`src/rtl/reset_seq_pkg.sv`:
```
// reset_seq_pkg: state encoding, retry width and sizing helper shared by the reset sequencer
package reset_seq_pkg;
  localparam int RETRY_W = 4;
  typedef enum logic [2:0] {
    S_PLL_RST   = 3'd0,
    S_WAIT_LOCK = 3'd1,
    S_RELEASE   = 3'd2,
    S_RUN       = 3'd3,
    S_FAULT     = 3'd4
  } state_e;
  function automatic int max3(input int a, input int b, input int c);
    return (a > b) ? ((a > c) ? a : c) : ((b > c) ? b : c);
  endfunction
endpackage

```
`src/rtl/sync_2ff.sv`:
```
// sync_2ff: parametrised-width two-flop synchroniser for asynchronous level inputs
module sync_2ff #(
  parameter int W = 1
) (
  input  logic         clk_i,
  input  logic         rst_ni,
  input  logic [W-1:0] d_i,
  output logic [W-1:0] q_o
);
  logic [W-1:0] meta_q, sync_q;
  always_ff @(posedge clk_i) begin
    if (!rst_ni) begin
      meta_q <= '0;
      sync_q <= '0;
    end else begin
      meta_q <= d_i;
      sync_q <= meta_q;
    end
  end
  assign q_o = sync_q;
endmodule

```
`src/rtl/reset_sequencer.sv`:
```
// reset_sequencer: PLL reset/lock supervision with bounded retry and staggered downstream reset release
module reset_sequencer
  import reset_seq_pkg::*;
#(
  parameter int NUM_PLL          = 2,
  parameter int NUM_OUT          = 4,
  parameter int RST_HOLD_CYC     = 16,
  parameter int LOCK_TIMEOUT_CYC = 65536,
  parameter int STAGGER_CYC      = 8,
  parameter int MAX_RETRY        = 3
) (
  input  logic               clk_i,
  input  logic               rst_ni,
  input  logic               force_rst_i,
  input  logic [NUM_PLL-1:0] pll_locked_i,
  output logic [NUM_PLL-1:0] pll_rst_o,
  output logic [NUM_OUT-1:0] out_rst_o,
  output logic               all_ready_o,
  output logic               fault_o,
  output logic [RETRY_W-1:0] retry_cnt_o,
  output logic [2:0]         state_o
);
  // one shared counter; it never needs to reach the largest limit itself
  localparam int CNT_W = $clog2(max3(RST_HOLD_CYC, LOCK_TIMEOUT_CYC, STAGGER_CYC));
  state_e             state_q, state_d;
  logic [CNT_W-1:0]   cnt_q, cnt_d;
  logic [RETRY_W-1:0] retry_q, retry_d;
  logic [NUM_OUT-1:0] out_rst_q, out_rst_d, out_shift;
  logic [NUM_PLL-1:0] locked_s;
  logic               pll_rst_q, pll_rst_d, all_ready_q, all_ready_d, fault_q, fault_d;
  logic               lock_all, hold_done, timeout, step;
  sync_2ff #(.W(NUM_PLL)) u_lock_sync (
    .clk_i (clk_i),
    .rst_ni(rst_ni),
    .d_i   (pll_locked_i),
    .q_o   (locked_s)
  );
  assign lock_all  = &locked_s;
  assign hold_done = cnt_q == CNT_W'(RST_HOLD_CYC - 1);
  assign timeout   = cnt_q == CNT_W'(LOCK_TIMEOUT_CYC - 1);
  assign step      = cnt_q == CNT_W'(STAGGER_CYC - 1);
  assign out_shift = out_rst_q << 1;
  always_ff @(posedge clk_i) begin
    if (!rst_ni) begin
      state_q     <= S_PLL_RST;
      cnt_q       <= '0;
      retry_q     <= '0;
      out_rst_q   <= '1;
      pll_rst_q   <= 1'b1;
      all_ready_q <= 1'b0;
      fault_q     <= 1'b0;
    end else begin
      state_q     <= state_d;
      cnt_q       <= cnt_d;
      retry_q     <= retry_d;
      out_rst_q   <= out_rst_d;
      pll_rst_q   <= pll_rst_d;
      all_ready_q <= all_ready_d;
      fault_q     <= fault_d;
    end
  end
  always_comb begin
    state_d = state_q;
    case (state_q)
      S_PLL_RST:   state_d = hold_done ? S_WAIT_LOCK : S_PLL_RST;
      S_WAIT_LOCK: state_d = lock_all ? S_RELEASE :
                             !timeout ? S_WAIT_LOCK :
                             (retry_q < RETRY_W'(MAX_RETRY)) ? S_PLL_RST : S_FAULT;
      S_RELEASE:   state_d = !lock_all ? S_PLL_RST : (step && out_shift == '0) ? S_RUN : S_RELEASE;
      S_RUN:       state_d = lock_all ? S_RUN : S_PLL_RST;
      S_FAULT:     state_d = S_FAULT;
      default:     state_d = S_PLL_RST;
    endcase
    if (force_rst_i) state_d = S_PLL_RST;
  end
  // outputs are computed from the next state so they register in step with it
  always_comb begin
    cnt_d       = (force_rst_i || state_d != state_q || (state_q == S_RELEASE && step)) ? '0 :
                  (state_q == S_RUN || state_q == S_FAULT) ? cnt_q : cnt_q + CNT_W'(1);
    retry_d     = (force_rst_i || state_d == S_RUN) ? '0 :
                  (state_q == S_WAIT_LOCK && state_d == S_PLL_RST) ? retry_q + RETRY_W'(1) : retry_q;
    out_rst_d   = (state_d == S_RUN) ? '0 :
                  (state_d != S_RELEASE) ? '1 :
                  (state_q == S_RELEASE && step) ? out_shift : out_rst_q;
    pll_rst_d   = state_d == S_PLL_RST || state_d == S_FAULT;
    all_ready_d = state_d == S_RUN;
    fault_d     = state_d == S_FAULT;
  end
  assign pll_rst_o   = {NUM_PLL{pll_rst_q}};
  assign out_rst_o   = out_rst_q;
  assign all_ready_o = all_ready_q;
  assign fault_o     = fault_q;
  assign retry_cnt_o = retry_q;
  assign state_o     = state_q;
endmodule

```
`config.mk`:
```
export PLATFORM = sky130hd
export DESIGN_NAME = reset_sequencer
export DESIGN_NICKNAME = d
export VERILOG_FILES = /design/src/rtl/reset_seq_pkg.sv /design/src/rtl/sync_2ff.sv /design/src/rtl/reset_sequencer.sv
export SDC_FILE = /design/constraint.sdc
export NUM_CORES = 1
export LEC_CHECK = 0
export BUFFER_PORTS_ARGS = -buffer_cell sky130_fd_sc_hd__buf_4
export CELL_PAD_IN_SITES_DETAIL_PLACEMENT = 0
export CELL_PAD_IN_SITES_GLOBAL_PLACEMENT = 2
export CORE_MARGIN = 2
export CORE_UTILIZATION = 38
export CTS_BUF_LIST = sky130_fd_sc_hd__clkbuf_16
export DETAILED_ROUTE_END_ITERATION = 10
export PLACE_DENSITY_LB_ADDON = 0.1
export RECOVER_POWER = 50
export SYNTH_ARGS = -nofsm -noshare
export SYNTH_HDL_FRONTEND = slang
export SYNTH_SLANG_ARGS = --single-unit
```
`constraint.sdc`:
```
create_clock -name clk_i -period 5.1 [get_ports clk_i]
set_input_delay 0.255 -clock clk_i [delete_from_list [all_inputs] [get_ports clk_i]]
set_output_delay 0.255 -clock clk_i [all_outputs]
set_load 0.02 [all_outputs]
```
After elaboration in Yosys (flattened, before gate mapping) --
Cells that the tools add are included.
Cells by class: magnitude comparators 1, muxes and demuxes 12, add/sub/neg operators 2, eq/ne operators 11, bitwise operators 1, reduce and logical (&&, ||, !) cells 15
Operators with widths (number):
- $add A16 B1 Y16 const B | 1
- $eq A16 B16 Y1 const B | 1
- $eq A16 B3 Y1 const B | 1
- $eq A16 B4 Y1 const B | 1
- $pmux W3 S5 | 1
- $mux W3 | 4
- $mux W4 | 3
- $eq A3 B2 Y1 const B | 3
- $eq A3 B3 Y1 const B | 2
- $logic_not A3 Y1 | 2
- $logic_or A1 B1 Y1 | 5
- $add A4 B1 Y4 const B | 1
- $logic_not A4 Y1 | 1
- $lt A4 B2 Y1 const B | 1
- $mux W2 | 2
- $reduce_or A2 Y1 | 2
- $eq A3 B1 Y1 const B | 1
- $logic_and A1 B1 Y1 | 3
- $ne A3 B2 Y1 const B | 1
- $ne A3 B3 Y1 | 1
- $reduce_bool A3 Y1 | 1
- $mux W1 | 2
- $reduce_and A2 Y1 | 1
- $not A1 Y1 | 1
Word-level totals: output and inout bits 15, register bits after elaboration 34

Longest topological paths before layout --
Gate-level depths: netlist of the first run.
word-level depth 10, mapped depth 7

By module --
A second synthesis of the first run with hierarchy kept.
Second synthesis, totals: cells, all modules 183, area total of the unflattened synthesis 1654.1 um2
By module, submodules not included:
- reset_sequencer | cells an instance 175, times used 1, sequential area each 600.6 um2, area an instance 1549.0 um2
- sync_2ff | cells an instance 8, times used 1, sequential area each 80.1 um2, area an instance 105.1 um2

Least setup slack after synthesis of the first run --
No wires, ideal clock.
kind register -> register, start point reg cnt_q[0], end point reg fault_q (netlist: fault_o), clock period less this slack 1.927 ns, cell stages (with the launch flop) 7, path slack 3.173 ns, arrival time 1.841 ns, setup time 0.086 ns, cells stage by stage dfxtp_1 > ha_1 > nand4_2 > nor4_4 > nand2b_2 > or4b_4 > a211oi_1
Between the ends: cells in the longest elaborated chain, start to end 7, elaborated cells on any way between the ends 12
RTL lines:
- start: declaration | RTL line reset_sequencer.sv:26 | logic [CNT_W-1:0] cnt_q, cnt_d;
- start signal: assignment | RTL line reset_sequencer.sv:54 | cnt_q <= cnt_d;
- $eq A16 B3 Y1 | RTL line reset_sequencer.sv:41 | assign step = cnt_q == CNT_W'(STAGGER_CYC - 1);
- $logic_and A1 B1 Y1 | RTL line reset_sequencer.sv:69 | S_RELEASE: state_d = !lock_all ? S_PLL_RST : (step && out_shift == '0) ? S_RUN : S_RELEASE;
- $mux W1 | RTL line reset_sequencer.sv:69
- $mux W2 | RTL line reset_sequencer.sv:69
- $pmux W3 S5 * | RTL line reset_sequencer.sv:64 | case (state_q)
- $mux W3 * | RTL line reset_sequencer.sv:74 | if (force_rst_i) state_d = S_PLL_RST;
- $eq A3 B3 Y1 * | RTL line reset_sequencer.sv:87 | fault_d = state_d == S_FAULT;
- end signal: assignment | RTL line reset_sequencer.sv:59 | fault_q <= fault_d;
- end: declaration | RTL line reset_sequencer.sv:30 | logic pll_rst_q, pll_rst_d, all_ready_q, all_ready_d, fault_q, fault_d;
Mark *: on every way between the ends. The rest lies on a longest branch, timed or not. A chain may end at the register's enable or synchronous reset.

Final worst setup path of the first run --
start point reg cnt_q[11], end point reg cnt_q[0]
Between the ends: cells in the longest elaborated chain, start to end 10, elaborated cells on any way between the ends 16
RTL lines:
- $eq A16 B3 Y1 | RTL line reset_sequencer.sv:41
- $logic_and A1 B1 Y1 | RTL line reset_sequencer.sv:69
- $mux W1 | RTL line reset_sequencer.sv:69
- $mux W2 | RTL line reset_sequencer.sv:69
- $pmux W3 S5 | RTL line reset_sequencer.sv:64
- $mux W3 | RTL line reset_sequencer.sv:74
- $ne A3 B3 Y1 | RTL line reset_sequencer.sv:78 | cnt_d = (force_rst_i || state_d != state_q || (state_q == S_RELEASE && step)) ? '0 :
- $logic_or A1 B1 Y1 | RTL line reset_sequencer.sv:78
- $logic_or A1 B1 Y1 * | RTL line reset_sequencer.sv:78
- $reduce_or A2 Y1 (no source line) *
Marked as above.

==> results of run 1 <==
per-layer routing:
| metal | vias to the layer above | routed length, microns | global-route usage | share of wire |
|---|---|---|---|---|
| met1 | 625 | 1770 | 0.213 | 0.49 |
| met3 | 2 | 132 | 0.0346 | 0.036 |
| met2 | 20 | 1710 | 0.247 | 0.47 |
| met5 | - | 0 | 0 | 0 |
| met4 | 0 | 17 | 0.0321 | 0.0047 |
| li1 | 673 | - | - | - |
sequential cells by signal, summed over array words and instances (netlist names):
name / cells
cnt_q: 16
out_rst_o: 4
retry_cnt_o: 4
state_o: 3
u_lock_sync.meta_q: 2
u_lock_sync.q_o: 2
all_ready_o: 1
fault_o: 1
pll_rst_q: 1
placed cells by master (no fill, tap or decap), types with 3 or more instances in the layout:
cell       netlist  layout
dfxtp_1         34      34
clkbuf_1         1      16
nor2_1          14      14
nor3_1          11      11
nand2_1          8       8
xnor2_1          8       8
nand3_1          7       7
xor2_1           7       7
nor4_1           5       6
a21oi_1          5       5
and2_1           6       5
clkbuf_16        0       5
and3_1           4       4
inv_1            2       4
mux2i_1          4       4
o21ai_1          4       4
nand4_1          3       3
or3_1            3       3
and4_1           3       3
buf_4            2       3
power by group through the flow:
stage / sequential (mW) / clock (mW) / combinational, mW
floorplan: 0.275 / 0 / 0.00723
global placement: 0.275 / 0 / 0.0120
detailed placement: 0.275 / 0 / 0.0124
CTS: 0.269 / 0.279 / 0.0125
global route: 0.270 / 0.291 / 0.0133
finish: 0.270 / 0.270 / 0.0119
kinds of logic after synthesis:
logic type,synth area share
xor gates and xnor gates,0.0797
buffers and inverters,0.0220
muxes,0.0243
AOI/OAI and AO/OA,0.116
and+or+nand+nor,0.330
DFF,0.413
adders and majority gates,0.0152
worst max path at each step:
| stage | start | end | slack (ns) | cells past startpoint |
|---|---|---|---|---|
| final | cnt_q[11] | cnt_q[0] | 2.60 | 5 |
| after detailed placement | cnt_q[0] | cnt_q[9] | 2.96 | 6 |
| after CTS | cnt_q[0] | cnt_q[9] | 2.94 | 6 |
| after floorplan | cnt_q[0] | fault_o | 3.17 | 6 |
| after global placement | cnt_q[0] | fault_o | 3.08 | 6 |
| after global routing | cnt_q[11] | cnt_q[1] | 2.42 | 5 |
per-stage QoR:
step	hold WS, ns	cell area [sq um]	power [mW]	setup WS (ns)
6_report	0.194	1880	0.552	2.60
2_1_floorplan	0.347	1650	0.282	3.17
5_1_grt	0.207	1880	0.573	2.42
4_1_cts	0.189	1960	0.561	2.94
3_3_place_gp	0.416	1820	0.287	3.08
3_5_place_dp	0.418	1820	0.287	2.96
layout make-up:
type / count / area [sq um] / area share
Clock buffer: 5 / 125 / 0.0666
Multi-Input combinational cell: 131 / 912 / 0.486
Inverter: 2 / 7.51 / 0.00400
Sequential cell: 34 / 681 / 0.362
Tap cell: 50 / 62.6 / 0.0333
Clock inverter: 2 / 7.51 / 0.00400
Timing Repair Buffer: 19 / 82.6 / 0.0440
==> run_results.csv, run 1 <==
group,metric,value,unit
floorplanning,dieArea,0.00488,sq mm
sta,finClkSkew,0.00605,ns
power,power_density,294,mW/mm^2
worst_setup_path,path_class,"register to register",
placed_design,dp_cells,236,
sta,hold_viol,0,
worst_setup_path,critPathMaxFanout,16,
worst_setup_path,end_kind,"register",
status,outcome,"completed",
routing,drc,0,
min_path,holdCritPathClass,"input port to register",
logic_synthesis,ys_warn_count,0,
floorplanning,initial_utilization,0.403,
worst_setup_path,cpPeakStageDelay,0.67,ns
cts,cts_root_buf,"clkbuf_16",
layout,drive_gt1_frac,0.119,
logic_synthesis,avgSynthCellArea,9.58,sq um
logic_synthesis,synth_edf_count,0,
worst_setup_path,rr_worst_depth,5,
min_path,hp-start,"pll_locked_i[0]",
logic_synthesis,synth_commonest_cells,"34 x dfxtp_1, 14 x nor2_1, 11 x nor3_1",
sta,finalSetupTns,0,ns
floorplanning,die-height,69.9,microns
worst_setup_path,required,5.22,ns
routing,routed_wl,3.63,mm
placed_design,gp_congestion,0.769,
routing,vias_per_cell,5.43,
sta,post-route-min-period,2.50,ns
logic_synthesis,ys_ff_latch,34,
logic_synthesis,synth_most_common_cell,"dfxtp_1",
power,seqPwrFrac,0.489,
sta,tightestPinTransition,0.939,ns
layout,nFillCells,412,
routing,vias,1320,
power,p_leak,0.723,nW
sta,fmax,400,MHz
cts,clock_latency,0.27,ns
logic_synthesis,synth_cells,172,
floorplanning,rows,23,
power,p_int,0.447,mW
placed_design,hpwlAfterDp,2.65,mm
worst_setup_path,start_kind,"register",
routing,drt_iter0_markers,39,
power,vdd_drop_max,325,uV
routing,first_pass_iters,4,
power,combPwrFrac,0.022,
power,p_clk_frac,0.490,
sta,setup_viol,0,
logic_synthesis,ys_seq_area_frac,0.413,
worst_setup_path,worstReg2RegEnd,"cnt_q[0]",
cts,cts_setup_buffers,0,
sta,post-route-period-util,0.490,
global_routing,grt_pass1_vias,1229,
cts,htreeDepth,2,
sta,slew_headroom,0.368,
sta,maxSlewViolCount,0,
global_routing,grt.overflow.total,0,
logic_synthesis,ys.flop_type,"dfxtp_1",
cts,cts_tree,"built",
logic_synthesis,synth_nets,179,
cts,cts_sinks,34,
floorplanning,core_area,0.00409,sq mm
placed_design,io_buffers,19,
worst_setup_path,r2r-start,"cnt_q[11]",
global_routing,grt_max_degree,17,
routing,ant_nets,0,
worst_setup_path,cp.arrival,2.62,ns
power,switching_share,0.189,
layout,synthToLayoutAreaGrowth,14.0,%
cts,cts.path.max_buffers,2,
cts,path_clk_slew,0.05,ns
layout,final_nets,200,
cts,cts_hold_buf,0,
logic_synthesis,async_flop_share,0,
power,netSwitchingPower,0.105,mW
global_routing,grt_util_all_layers,0.154,
logic_synthesis,netlist_area,0.00165,sq mm
floorplanning,die_width,69.9,microns
min_path,whs_path_depth,2,
global_routing,antenna_found_initial,0,
worst_setup_path,worst_path_max_delay_cell,"nor4_1",
logic_synthesis,synthTopCellsByArea,"dfxtp_1 41%, xnor2_1 4.3%, xor2_1 3.7%",
layout,layoutNonFillerInstCount,243,
layout,antenna_cells,0,
logic_synthesis,synth_cell_types,50,
logic_synthesis,synth_top_area_share,0.413,
worst_setup_path,path_buf_inv,0,
global_routing,grt_pass1_wl,6.10,mm
worst_setup_path,cpLargestDelayFamily,"simple AND/OR/NAND/NOR gates",
run,drv_cap,0,
cts,numCtsBuffers,5,
routing,drt-wirelength-per-cell,14.9,microns
sta,rsz0062_at_grt,"no",
logic_synthesis,yosysTopAreaCell,"dfxtp_1",
worst_setup_path,worstPathCellList,"or4_1 > nor4_1 > a221oi_1 > o21ai_2 > nor4_1",
layout,fin_util,0.460,
worst_setup_path,rrSetupSlack,2.60,ns
floorplanning,io-pin-count,20,
cts,cts_resized,0,
worst_setup_path,cp_common_cell,"nor4_1",
min_path,min_to,"u_lock_sync.meta_q[0]",
No activity file was read; power rests on OpenSTA's default activity.
==> run 2: changes to the inputs <==
--- a/config.mk
+++ b/config.mk
@@ -9,7 +9,7 @@
 export CELL_PAD_IN_SITES_DETAIL_PLACEMENT = 0
 export CELL_PAD_IN_SITES_GLOBAL_PLACEMENT = 2
 export CORE_MARGIN = 2
-export CORE_UTILIZATION = 38
+export CORE_UTILIZATION = 35
 export CTS_BUF_LIST = sky130_fd_sc_hd__clkbuf_16
 export DETAILED_ROUTE_END_ITERATION = 10
 export PLACE_DENSITY_LB_ADDON = 0.1
==> constraint.sdc (replaced) <==
create_clock -name clk_i -period 2.42 [get_ports clk_i]
set_input_delay 0.121 -clock clk_i [delete_from_list [all_inputs] [get_ports clk_i]]
set_output_delay 0.121 -clock clk_i [all_outputs]
set_load 0.02 [all_outputs]
==> run_results.csv, run 2 (synthesis results as in run 1) <==
group,metric,value,unit
status,outcome,"completed",
cts,cts_sinks,34,
routing,drt_iter0_markers,66,
routing,dr_wl_met3,240,microns
layout,ff_latch_area,681,sq um
power,seqPwrFrac,0.479,
power,power_density,621,mW/mm^2
routing,top_layer,"met4",
global_routing,antenna_found_initial,0,
layout,antenna_cells,0,
cts,cts_tree,"built",
layout,nFillCells,451,
worst_setup_path,required,2.56,ns
power,combPwrFrac,0.022,
min_path,holdCritPathClass,"input port to register",
worst_setup_path,rrSetupSlack,0.25,ns
routing,routed_wl,3.61,mm
cts,cts_hold_buf,0,
layout,layout_common_cells,"34 x dfxtp_1, 17 x clkbuf_1, 14 x nor2_1",
floorplanning,dieArea,0.00527,sq mm
power,vdd_drop_max,293,uV
layout,layout_commonest_cell,"dfxtp_1",
sta,setup_viol,0,
power,p_leak,0.722,nW
layout,top_register,"cnt_q",
sta,fin_hold_ws,0.0538,ns
worst_setup_path,rr_worst_depth,6,
cts,clock_latency,0.27,ns
placed_design,gp_congestion,0.815,
power,p_int,0.946,mW
worst_setup_path,end_kind,"register",
sta,fmax,461,MHz
global_routing,grt_max_degree,17,
min_path,min_to,"u_lock_sync.meta_q[0]",
sta,finalSetupTns,0,ns
global_routing,grt_pass1_wl,5.94,mm
routing,vias_per_cell,5.50,
sta,finClkSkew,0.00316,ns
routing,vias,1365,
layout,drive_gt1_frac,0.128,
cts,htreeDepth,2,
worst_setup_path,start_kind,"register",
worst_setup_path,critPathMaxFanout,16,
floorplanning,die_width,72.6,microns
cts,cts_root_buf,"clkbuf_16",
floorplanning,core_area,0.00444,sq mm
placed_design,dp_cells,240,
sta,post-route-period-util,0.897,
worst_setup_path,cp.arrival,2.31,ns
placed_design,hpwlAfterDp,2.60,mm
run,drv_cap,0,
placed_design,io_buffers,19,
sta,hold_viol,0,
routing,wl_met2,1.60,mm
sta,post-route-min-period,2.17,ns
min_path,hp-start,"pll_locked_i[0]",
cts,path_clk_slew,0.05,ns
global_routing,grt.overflow.total,0,
sta,maxSlewViolCount,0,
min_path,whs_path_depth,2,
floorplanning,die-height,72.6,microns
layout,fin_util,0.429,
power,switching_share,0.202,
global_routing,grt_util_all_layers,0.147,
cts,numCtsBuffers,5,
floorplanning,io-pin-count,20,
layout,synthToLayoutAreaGrowth,15.8,%
layout,multiInputGateArea,927,sq um
layout,final_nets,202,
worst_setup_path,worstReg2RegEnd,"cnt_q[3]",
cts,cts_setup_buffers,0,
power,netSwitchingPower,0.239,mW
layout,largest_reg_flops,16,
sta,slew_headroom,0.675,
floorplanning,initial_utilization,0.371,
cts,cts.path.max_buffers,2,
cts,cts_resized,0,
routing,drt-wirelength-per-cell,14.6,microns
sta,rsz0062_at_grt,"no",
routing,wl_met1,1.73,mm
layout,layoutNonFillerInstCount,248,
floorplanning,rows,24,
power,p_clk_frac,0.499,
routing,first_pass_iters,4,
worst_setup_path,r2r-start,"cnt_q[11]",
sta,tightestPinTransition,0.487,ns
routing,drc,0,
routing,ant_nets,0,
worst_setup_path,path_class,"register to register",
global_routing,grt_pass1_vias,1234,
-- run 2: power by group through the flow --
stage	Clock [mW]	Combinational, mW	Sequential [mW]
after global placement	0	0.0270	0.579
after global routing	0.630	0.0285	0.568
after floorplan	0	0.0152	0.579
after CTS	0.608	0.0281	0.568
after detailed placement	0	0.0278	0.580
final	0.591	0.0263	0.568
-- run 2: critical path, stage by stage, from the launching register on --
cell and delay (ns):
dfxtp_1 0.35, or4_1 0.62, nor4_4 0.36, a221oi_1 0.17
o21ai_2 0.08, clkbuf_2 0.33, nor4_1 0.12
-- run 2: cell type report --
cell class	count	share of cell area
clock buffer	5	0.0656
clock inverter	3	0.00590
inverter	2	0.00393
multi-input combinational	131	0.486
sequential	34	0.357
tap	52	0.0341
timing repair buffer	21	0.0479
-- run 2: how the worst max path moves through the flow --
stage,start,to,slack [ns],cells past startpoint
6_report,cnt_q[11],cnt_q[3],0.25,6
5_1_grt,cnt_q[0],fault_o,0.15,6
4_1_cts,cnt_q[0],state_o[2],0.32,6
3_5_place_dp,cnt_q[0],state_o[2],0.33,6
3_3_place_gp,cnt_q[0],fault_o,0.40,6
2_1_floorplan,cnt_q[0],fault_o,0.49,6
-- run 2: through the flow --
step	setup slack (ns)	power, mW	area (sq um)
after floorplan	0.493	0.594	1650
after global placement	0.397	0.606	1840
after detailed placement	0.332	0.607	1840
after CTS	0.319	1.20	1980
after global routing	0.147	1.23	1910
final	0.250	1.19	1910
-- run 2: layer usage --
layer / vias up / track usage
met4: 0 / 0.0535
met3: 6 / 0.0456
met1: 644 / 0.203
li1: 679 / -
met5: - / 0
met2: 36 / 0.215
